## src/rtl/npu_ram_tile_reader_if.sv

```systemverilog
// Pixel stream leaving the tile reader: valid/ready handshake plus tile-position sideband.
interface npu_ram_tile_reader_if #(
  parameter int unsigned DATA_W = 8
);
  logic              px_valid;
  logic              px_ready;
  logic [DATA_W-1:0] px_data;
  logic [5:0]        px_tile_x;
  logic [5:0]        px_tile_y;
  logic [3:0]        px_row;
  logic [3:0]        px_col;
  logic              px_tile_last;
  logic              px_last;

  modport master (
    output px_valid, px_data, px_tile_x, px_tile_y, px_row, px_col, px_tile_last, px_last,
    input  px_ready
  );

  modport slave (
    input  px_valid, px_data, px_tile_x, px_tile_y, px_row, px_col, px_tile_last, px_last,
    output px_ready
  );
endinterface

```

## src/rtl/npu_ram_tile_reader.sv

```systemverilog
// Tile-order read-back of the result RAM: issues port-B reads under a credit limit,
// buffers returned pixels in a small FIFO and streams them out with a per-tile checksum.
module npu_ram_tile_reader #(
  parameter int unsigned IMG_W  = 400,
  parameter int unsigned IMG_H  = 400,
  parameter int unsigned TILE   = 10,
  parameter int unsigned ADDR_W = 19,
  parameter int unsigned DATA_W = 8,
  parameter int unsigned RD_LAT = 2,
  parameter int unsigned FIFO_D = 4
) (
  input  logic                  clk_25,
  input  logic                  rst,
  input  logic                  start,
  output logic                  busy,
  output logic                  done,
  output logic [ADDR_W-1:0]     ram_addr,
  input  logic [DATA_W-1:0]     ram_q,
  npu_ram_tile_reader_if.master px,
  output logic [15:0]           tile_sum,
  output logic                  tile_sum_valid
);
  localparam int unsigned NTX   = IMG_W / TILE;
  localparam int unsigned NTY   = IMG_H / TILE;
  localparam int unsigned PTR_W = (FIFO_D > 1) ? $clog2(FIFO_D) : 1;
  localparam int unsigned CNT_W = $clog2(FIFO_D + 1);

  typedef enum logic [1:0] {S_IDLE, S_ISSUE, S_DRAIN} state_e;

  typedef struct packed {
    logic [5:0] tx;
    logic [5:0] ty;
    logic [3:0] row;
    logic [3:0] col;
  } pos_t;

  typedef struct packed {
    logic v;
    pos_t pos;
  } pipe_t;

  typedef struct packed {
    logic [DATA_W-1:0] data;
    pos_t              pos;
  } entry_t;

  state_e            state_q, state_d;
  pos_t              cur_q, cur_d;
  logic [ADDR_W-1:0] ram_addr_q, ram_addr_d;
  logic              busy_q, busy_d, done_q, done_d;
  pipe_t             pipe_q [RD_LAT];
  pipe_t             pipe_d [RD_LAT];
  entry_t            fifo_q [FIFO_D];
  entry_t            fifo_d [FIFO_D];
  logic [PTR_W-1:0]  wr_ptr_q, wr_ptr_d, rd_ptr_q, rd_ptr_d;
  logic [CNT_W-1:0]  count_q, count_d, inflight_q, inflight_d;
  logic [15:0]       acc_q, acc_d, tile_sum_q, tile_sum_d;
  logic              tsv_q, tsv_d;

  logic   issue_c, push_c, pop_c, last_pos_c, tile_last_c;
  entry_t head_c;

  function automatic logic [PTR_W-1:0] ptr_inc(input logic [PTR_W-1:0] p);
    return (32'(p) == FIFO_D - 1) ? '0 : p + PTR_W'(1);
  endfunction

  assign head_c      = fifo_q[rd_ptr_q];
  assign tile_last_c = (head_c.pos.row == 4'(TILE - 1)) && (head_c.pos.col == 4'(TILE - 1));
  assign push_c      = pipe_q[RD_LAT-1].v;
  assign pop_c       = (count_q != '0) && px.px_ready;
  assign last_pos_c  = (cur_q.tx == 6'(NTX - 1)) && (cur_q.ty == 6'(NTY - 1)) &&
                       (cur_q.row == 4'(TILE - 1)) && (cur_q.col == 4'(TILE - 1));

  always_comb begin
    state_d    = state_q;
    cur_d      = cur_q;
    ram_addr_d = ram_addr_q;
    busy_d     = busy_q;
    done_d     = 1'b0;
    fifo_d     = fifo_q;
    wr_ptr_d   = wr_ptr_q;
    rd_ptr_d   = rd_ptr_q;
    acc_d      = acc_q;
    tile_sum_d = tile_sum_q;
    tsv_d      = 1'b0;
    issue_c    = 1'b0;

    unique case (state_q)
      S_IDLE: begin
        // A start coinciding with the done pulse belongs to the old sweep and is dropped.
        if (start && !done_q) begin
          state_d = S_ISSUE;
          cur_d   = '0;
          busy_d  = 1'b1;
        end
      end
      S_ISSUE: begin
        // Issue only when the FIFO is guaranteed room for every outstanding read.
        if ((32'(count_q) + 32'(inflight_q) + 32'd1) <= FIFO_D) begin
          issue_c    = 1'b1;
          ram_addr_d = ADDR_W'((32'(cur_q.ty) * TILE + 32'(cur_q.row)) * IMG_W +
                               32'(cur_q.tx) * TILE + 32'(cur_q.col));
          if (cur_q.col != 4'(TILE - 1)) begin
            cur_d.col = cur_q.col + 4'd1;
          end else begin
            cur_d.col = '0;
            if (cur_q.row != 4'(TILE - 1)) begin
              cur_d.row = cur_q.row + 4'd1;
            end else begin
              cur_d.row = '0;
              if (cur_q.tx != 6'(NTX - 1)) begin
                cur_d.tx = cur_q.tx + 6'd1;
              end else begin
                cur_d.tx = '0;
                cur_d.ty = cur_q.ty + 6'd1;
              end
            end
          end
          if (last_pos_c) state_d = S_DRAIN;
        end
      end
      S_DRAIN: begin
        if (count_q == '0 && inflight_q == '0) begin
          state_d = S_IDLE;
          done_d  = 1'b1;
          busy_d  = 1'b0;
        end
      end
      default: state_d = S_IDLE;
    endcase

    // Sideband travels alongside the RAM read so it lines up with ram_q at the tail.
    pipe_d[0] = {issue_c, cur_q};
    for (int unsigned i = 1; i < RD_LAT; i++) pipe_d[i] = pipe_q[i-1];

    if (push_c) begin
      fifo_d[wr_ptr_q] = {ram_q, pipe_q[RD_LAT-1].pos};
      wr_ptr_d         = ptr_inc(wr_ptr_q);
    end
    if (pop_c) rd_ptr_d = ptr_inc(rd_ptr_q);
    count_d    = count_q + CNT_W'(push_c) - CNT_W'(pop_c);
    inflight_d = inflight_q + CNT_W'(issue_c) - CNT_W'(push_c);

    if (pop_c) begin
      if (tile_last_c) begin
        tile_sum_d = acc_q + 16'(head_c.data);
        tsv_d      = 1'b1;
        acc_d      = '0;
      end else begin
        acc_d = acc_q + 16'(head_c.data);
      end
    end
  end

  always_ff @(posedge clk_25 or posedge rst) begin
    if (rst) begin
      state_q    <= S_IDLE;
      cur_q      <= '0;
      ram_addr_q <= '0;
      busy_q     <= 1'b0;
      done_q     <= 1'b0;
      pipe_q     <= '{default: '0};
      fifo_q     <= '{default: '0};
      wr_ptr_q   <= '0;
      rd_ptr_q   <= '0;
      count_q    <= '0;
      inflight_q <= '0;
      acc_q      <= '0;
      tile_sum_q <= '0;
      tsv_q      <= 1'b0;
    end else begin
      state_q    <= state_d;
      cur_q      <= cur_d;
      ram_addr_q <= ram_addr_d;
      busy_q     <= busy_d;
      done_q     <= done_d;
      pipe_q     <= pipe_d;
      fifo_q     <= fifo_d;
      wr_ptr_q   <= wr_ptr_d;
      rd_ptr_q   <= rd_ptr_d;
      count_q    <= count_d;
      inflight_q <= inflight_d;
      acc_q      <= acc_d;
      tile_sum_q <= tile_sum_d;
      tsv_q      <= tsv_d;
    end
  end

  // A push into a full FIFO that is not drained the same cycle means the credit rule broke.
  assert property (@(posedge clk_25) disable iff (rst)
    !(push_c && !pop_c && count_q == CNT_W'(FIFO_D)));

  assign busy           = busy_q;
  assign done           = done_q;
  assign ram_addr       = ram_addr_q;
  assign tile_sum       = tile_sum_q;
  assign tile_sum_valid = tsv_q;

  assign px.px_valid     = (count_q != '0);
  assign px.px_data      = head_c.data;
  assign px.px_tile_x    = head_c.pos.tx;
  assign px.px_tile_y    = head_c.pos.ty;
  assign px.px_row       = head_c.pos.row;
  assign px.px_col       = head_c.pos.col;
  assign px.px_tile_last = tile_last_c;
  assign px.px_last      = tile_last_c && (head_c.pos.tx == 6'(NTX - 1)) &&
                           (head_c.pos.ty == 6'(NTY - 1));
endmodule
```

## src/flat_wrapper.sv

```systemverilog
// flat-port wrapper written by rule: the top's interface ports become plain ports
module npu_ram_tile_reader_flat 
#(
  parameter int unsigned IMG_W  = 400,
  parameter int unsigned IMG_H  = 400,
  parameter int unsigned TILE   = 10,
  parameter int unsigned ADDR_W = 19,
  parameter int unsigned DATA_W = 8,
  parameter int unsigned RD_LAT = 2,
  parameter int unsigned FIFO_D = 4
)
  (clk_25, rst, start, busy, done, ram_addr, ram_q, tile_sum, tile_sum_valid, px_px_valid, px_px_data, px_px_tile_x, px_px_tile_y, px_px_row, px_px_col, px_px_tile_last, px_px_last, px_px_ready);
  npu_ram_tile_reader_if #(.DATA_W(DATA_W)) px_i ();
  input  logic clk_25;
  input  logic rst;
  input  logic start;
  output logic busy;
  output logic done;
  output logic [ADDR_W-1:0] ram_addr;
  input  logic [DATA_W-1:0] ram_q;
  output logic [15:0] tile_sum;
  output logic tile_sum_valid;
  output wire logic [$bits(px_i.px_valid)-1:0] px_px_valid;
  output wire logic [$bits(px_i.px_data)-1:0] px_px_data;
  output wire logic [$bits(px_i.px_tile_x)-1:0] px_px_tile_x;
  output wire logic [$bits(px_i.px_tile_y)-1:0] px_px_tile_y;
  output wire logic [$bits(px_i.px_row)-1:0] px_px_row;
  output wire logic [$bits(px_i.px_col)-1:0] px_px_col;
  output wire logic [$bits(px_i.px_tile_last)-1:0] px_px_tile_last;
  output wire logic [$bits(px_i.px_last)-1:0] px_px_last;
  input wire logic [$bits(px_i.px_ready)-1:0] px_px_ready;
  assign px_px_valid = px_i.px_valid;
  assign px_px_data = px_i.px_data;
  assign px_px_tile_x = px_i.px_tile_x;
  assign px_px_tile_y = px_i.px_tile_y;
  assign px_px_row = px_i.px_row;
  assign px_px_col = px_i.px_col;
  assign px_px_tile_last = px_i.px_tile_last;
  assign px_px_last = px_i.px_last;
  assign px_i.px_ready = px_px_ready;
  npu_ram_tile_reader #(.IMG_W(IMG_W), .IMG_H(IMG_H), .TILE(TILE), .ADDR_W(ADDR_W), .DATA_W(DATA_W), .RD_LAT(RD_LAT), .FIFO_D(FIFO_D)) u_core (.clk_25(clk_25), .rst(rst), .start(start), .busy(busy), .done(done), .ram_addr(ram_addr), .ram_q(ram_q), .px(px_i), .tile_sum(tile_sum), .tile_sum_valid(tile_sum_valid));
endmodule
```

## config.mk

```make
export PLATFORM = sky130hd
export DESIGN_NAME = npu_ram_tile_reader_flat
export DESIGN_NICKNAME = d
export VERILOG_FILES = /design/src/rtl/npu_ram_tile_reader_if.sv /design/src/rtl/npu_ram_tile_reader.sv /design/src/flat_wrapper.sv
export SDC_FILE = /design/constraint.sdc
export NUM_CORES = 1
export LEC_CHECK = 0
export CORE_MARGIN = 10
export CORE_UTILIZATION = 60
export DETAILED_ROUTE_END_ITERATION = 16
export PLACE_DENSITY_LB_ADDON = 0.15
export SLEW_MARGIN = 20
export SYNTH_ARGS = -nofsm -noshare
export SYNTH_HDL_FRONTEND = slang
export SYNTH_SLANG_ARGS = --single-unit
```

## constraint.sdc

```tcl
create_clock -name clk_25 -period 8.4 [get_ports clk_25]
set_input_delay 1.26 -clock clk_25 [delete_from_list [all_inputs] [get_ports clk_25]]
set_output_delay 1.26 -clock clk_25 [all_outputs]
set_load 0.03 [all_outputs]
```

==> flow_metrics.tcl <==
set metrics [dict create \
    status "finished, final reports clean" \
    yosysSeqAreaShare 0.493 \
    routabilityCongestion 0.839 \
    clock_skew_ps 21.9 \
    wl_per_cell_um 18.3 \
    hold_viol 0 \
    fmax_mhz 179 \
    fillers 1469 \
    grt_max_degree 101 \
    overflow 0 \
    tightestPinTransition_ps 971 \
    cts_resized 0 \
    synth.ff_latch_count 240 \
    vias_per_cell 5.79 \
    core_um2 20100 \
    worst_setup_path_start_kind "flip-flop" \
    total_power_mw 4.74 \
    finalMaxSlewViolations 0 \
    grt_pass1_vias 8255 \
    worstSetupPathType "reg2out" \
    ir_drop_mv 0.163 \
    post-cts-setup-buffer-count 0 \
    clk_path_buf_depth 3 \
    first_iter_violations 330 \
    nNetsFinal 1186 \
    route.antenna.remaining_nets 0 \
    setup_violations 0 \
    syn_area_um2 12200 \
    grt_pass1_wl_mm 41.8 \
    cts_tree "yes" \
    maxSlewHeadroom 0.344 \
    insertion_delay_ps 530 \
    synth_nets 1097 \
    start_util 0.606 \
    yosysWarningCount 0 \
    num_rows 52 \
    dr.pass1.iters 4 \
    async_reset_ff_frac 1.00 \
    antennaDiodeCount 0 \
    die_h_um 162 \
    tns_ps 0 \
    hold_class "reg2reg" \
    antenna_found_initial 1 \
    root_buffer "clkbuf_16" \
    cts_hold_buf 0 \
    yosys_most_used_dff "dfrtp_1" \
    drt-total-wl_mm 24.8 \
    syn2layout_area_growth_pct 14.9 \
    power.leakage_nw 6.81 \
    reg2reg_slack_ps 2870 \
    syn_inst 983 \
    die_w_um 162 \
    worstPathMaxFanout 30 \
    die_area_um2 26400 \
    worstSetupEndpointType "primary output" \
    cp.arrival_ps 4330 \
    cts_made_buffers 25 \
    vias 7825 \
    crit_required_ps 7140 \
    grt_setup_unrepaired "no" \
    cap_violations 0 \
    layout-drive-gt1-share 0.180 \
    io_buffers 80 \
    clock_sinks 240 \
    grt_usage 0.191 \
    synth_cell_types 63 \
    cts.clk_slew.worst_paths_ps 50 \
    powerDensity_nw_per_um2 339 \
    ios 81 \
    finalCritPeriodShare 0.665 \
    drc_errors 0 \
    synth_edf_count 0 \
    timing.hold.ws_ps 348 \
    htree_num_levels 1 \
    syn_area_per_cell_um2 12.4 \
    utilization 0.696 \
    post-route-min-period_ps 5590 \
    dpl.hpwl_mm 17.2 \
]
[worst max-delay path: stages, from the launching register on]
cell and delay (ps):
dfrtp_2 910, mux4_1 690, nor2_2 140, nand3_2 110
nor4_4 760, nand2_1 250, nor4_1 220, clkdlybuf4s50_1 720
[state kept, by name (all words and copies together), names as in the netlist]
signal,flops
u_core.fifo_q,112
u_core.pipe_d,21
u_core.cur_q,20
u_core.pipe_q,20
u_core.ram_addr,19
u_core.acc_q,16
u_core.tile_sum,16
u_core.count_q,3
u_core.inflight_q,3
u_core.rd_ptr_q,2
u_core.state_q,2
u_core.wr_ptr_q,2
u_core.busy,1
u_core.done,1
u_core.push_c,1
u_core.tile_sum_valid,1
[cell type report]
class / count / area (um^2) / share of cell area
inverters: 55 / 214 / 0.0153
clock inverters: 2 / 50.0 / 0.00358
well taps: 270 / 338 / 0.0242
multi-input cells: 663 / 5840 / 0.418
repair buffers: 87 / 853 / 0.0610
flip-flops and latches: 240 / 6010 / 0.430
clock buffers: 34 / 679 / 0.0486
[synth_stat cells, drive strengths merged, types with 14 or more instances]
master / number / area (um^2)
nand2: 80 / 308
o21ai: 60 / 300
xor2: 19 / 166
nand3: 16 / 85.1
nor2: 39 / 149
mux4: 28 / 653
inv: 54 / 203
a21oi: 26 / 130
ha: 88 / 1100
xnor2: 32 / 280
dfrtp: 240 / 6010
fa: 14 / 280
mux2: 121 / 1370
clkbuf: 18 / 67.6
[per-layer routing]
| metal | GRT usage | part of all wire | vias to the layer above |
|---|---|---|---|
| met5 | 0 | 0.00052 | - |
| met4 | 0.0451 | 0.019 | 2 |
| met3 | 0.0270 | 0.036 | 39 |
| met2 | 0.339 | 0.51 | 126 |
| met1 | 0.240 | 0.43 | 3968 |
| li1 | - | - | 3690 |
[worst paths after layout]
kind | startpoint | end | depth (start not counted)
worst min-delay path | u_core.pipe_d[3] | u_core.pipe_q[3] | 0
min in group asynchronous | rst | u_core.fifo_q[38] | 2
worst max-delay path | u_core.rd_ptr_q[1] | px_px_last | 7
max in group asynchronous | rst | u_core.inflight_q[2] | 3
worst max register to register | u_core.cur_q[11] | u_core.ram_addr[17] | 19
worst min register to register | u_core.pipe_d[3] | u_core.pipe_q[3] | 0
[power breakdown]
group | total (mW) | internal, mW | switching [mW]
sequential | 1.70 | 1.46 | 0.244
combinational | 2.03 | 0.911 | 1.12
clock | 1.01 | 0.590 | 0.421
[layout by cell type, fill, tap and decap left out, drive strengths merged, types with 3 or more instances in the layout]
cell	n
dfrtp	240
mux2	121
ha	88
clkdlybuf4s50	80
nand2	80
o21ai	60
inv	55
nor2	39
clkbuf	34
xnor2	32
mux4	28
a21oi	26
xor2	19
nand3	16
fa	14
a21o	13
a22o	12
nor2b	11
and3	11
o31ai	10
nor3	9
nand4	8
nand2b	7
buf	7
nor4	7
o211ai	5
o21a	4
o41ai	4
or3	3
mux2i	3
or2	3
a211oi	3
or4	3
[kinds of logic after synthesis]
group / Yosys count / share of synthesized area
and+or+nand+nor: 204 / 0.0819
AOI/OAI and AO/OA: 153 / 0.0789
other: 1 / 0.000308
buffers and inverters: 80 / 0.0270
muxes: 152 / 0.168
adders and majority gates: 102 / 0.113
xor gates and xnor gates: 51 / 0.0367
DFF: 240 / 0.493
[through the flow]
step | std cells | area (um^2) | setup WS, ps
CTS | 1351 | 14000 | 2810
floorplan | 983 | 12200 | 552
detailed placement | 1315 | 13300 | 2890
global placement | 1315 | 13300 | 2940
finish | 1351 | 14000 | 2810
global route | 1351 | 14000 | 2430
Note: power is estimated with default switching activity, not from simulation.
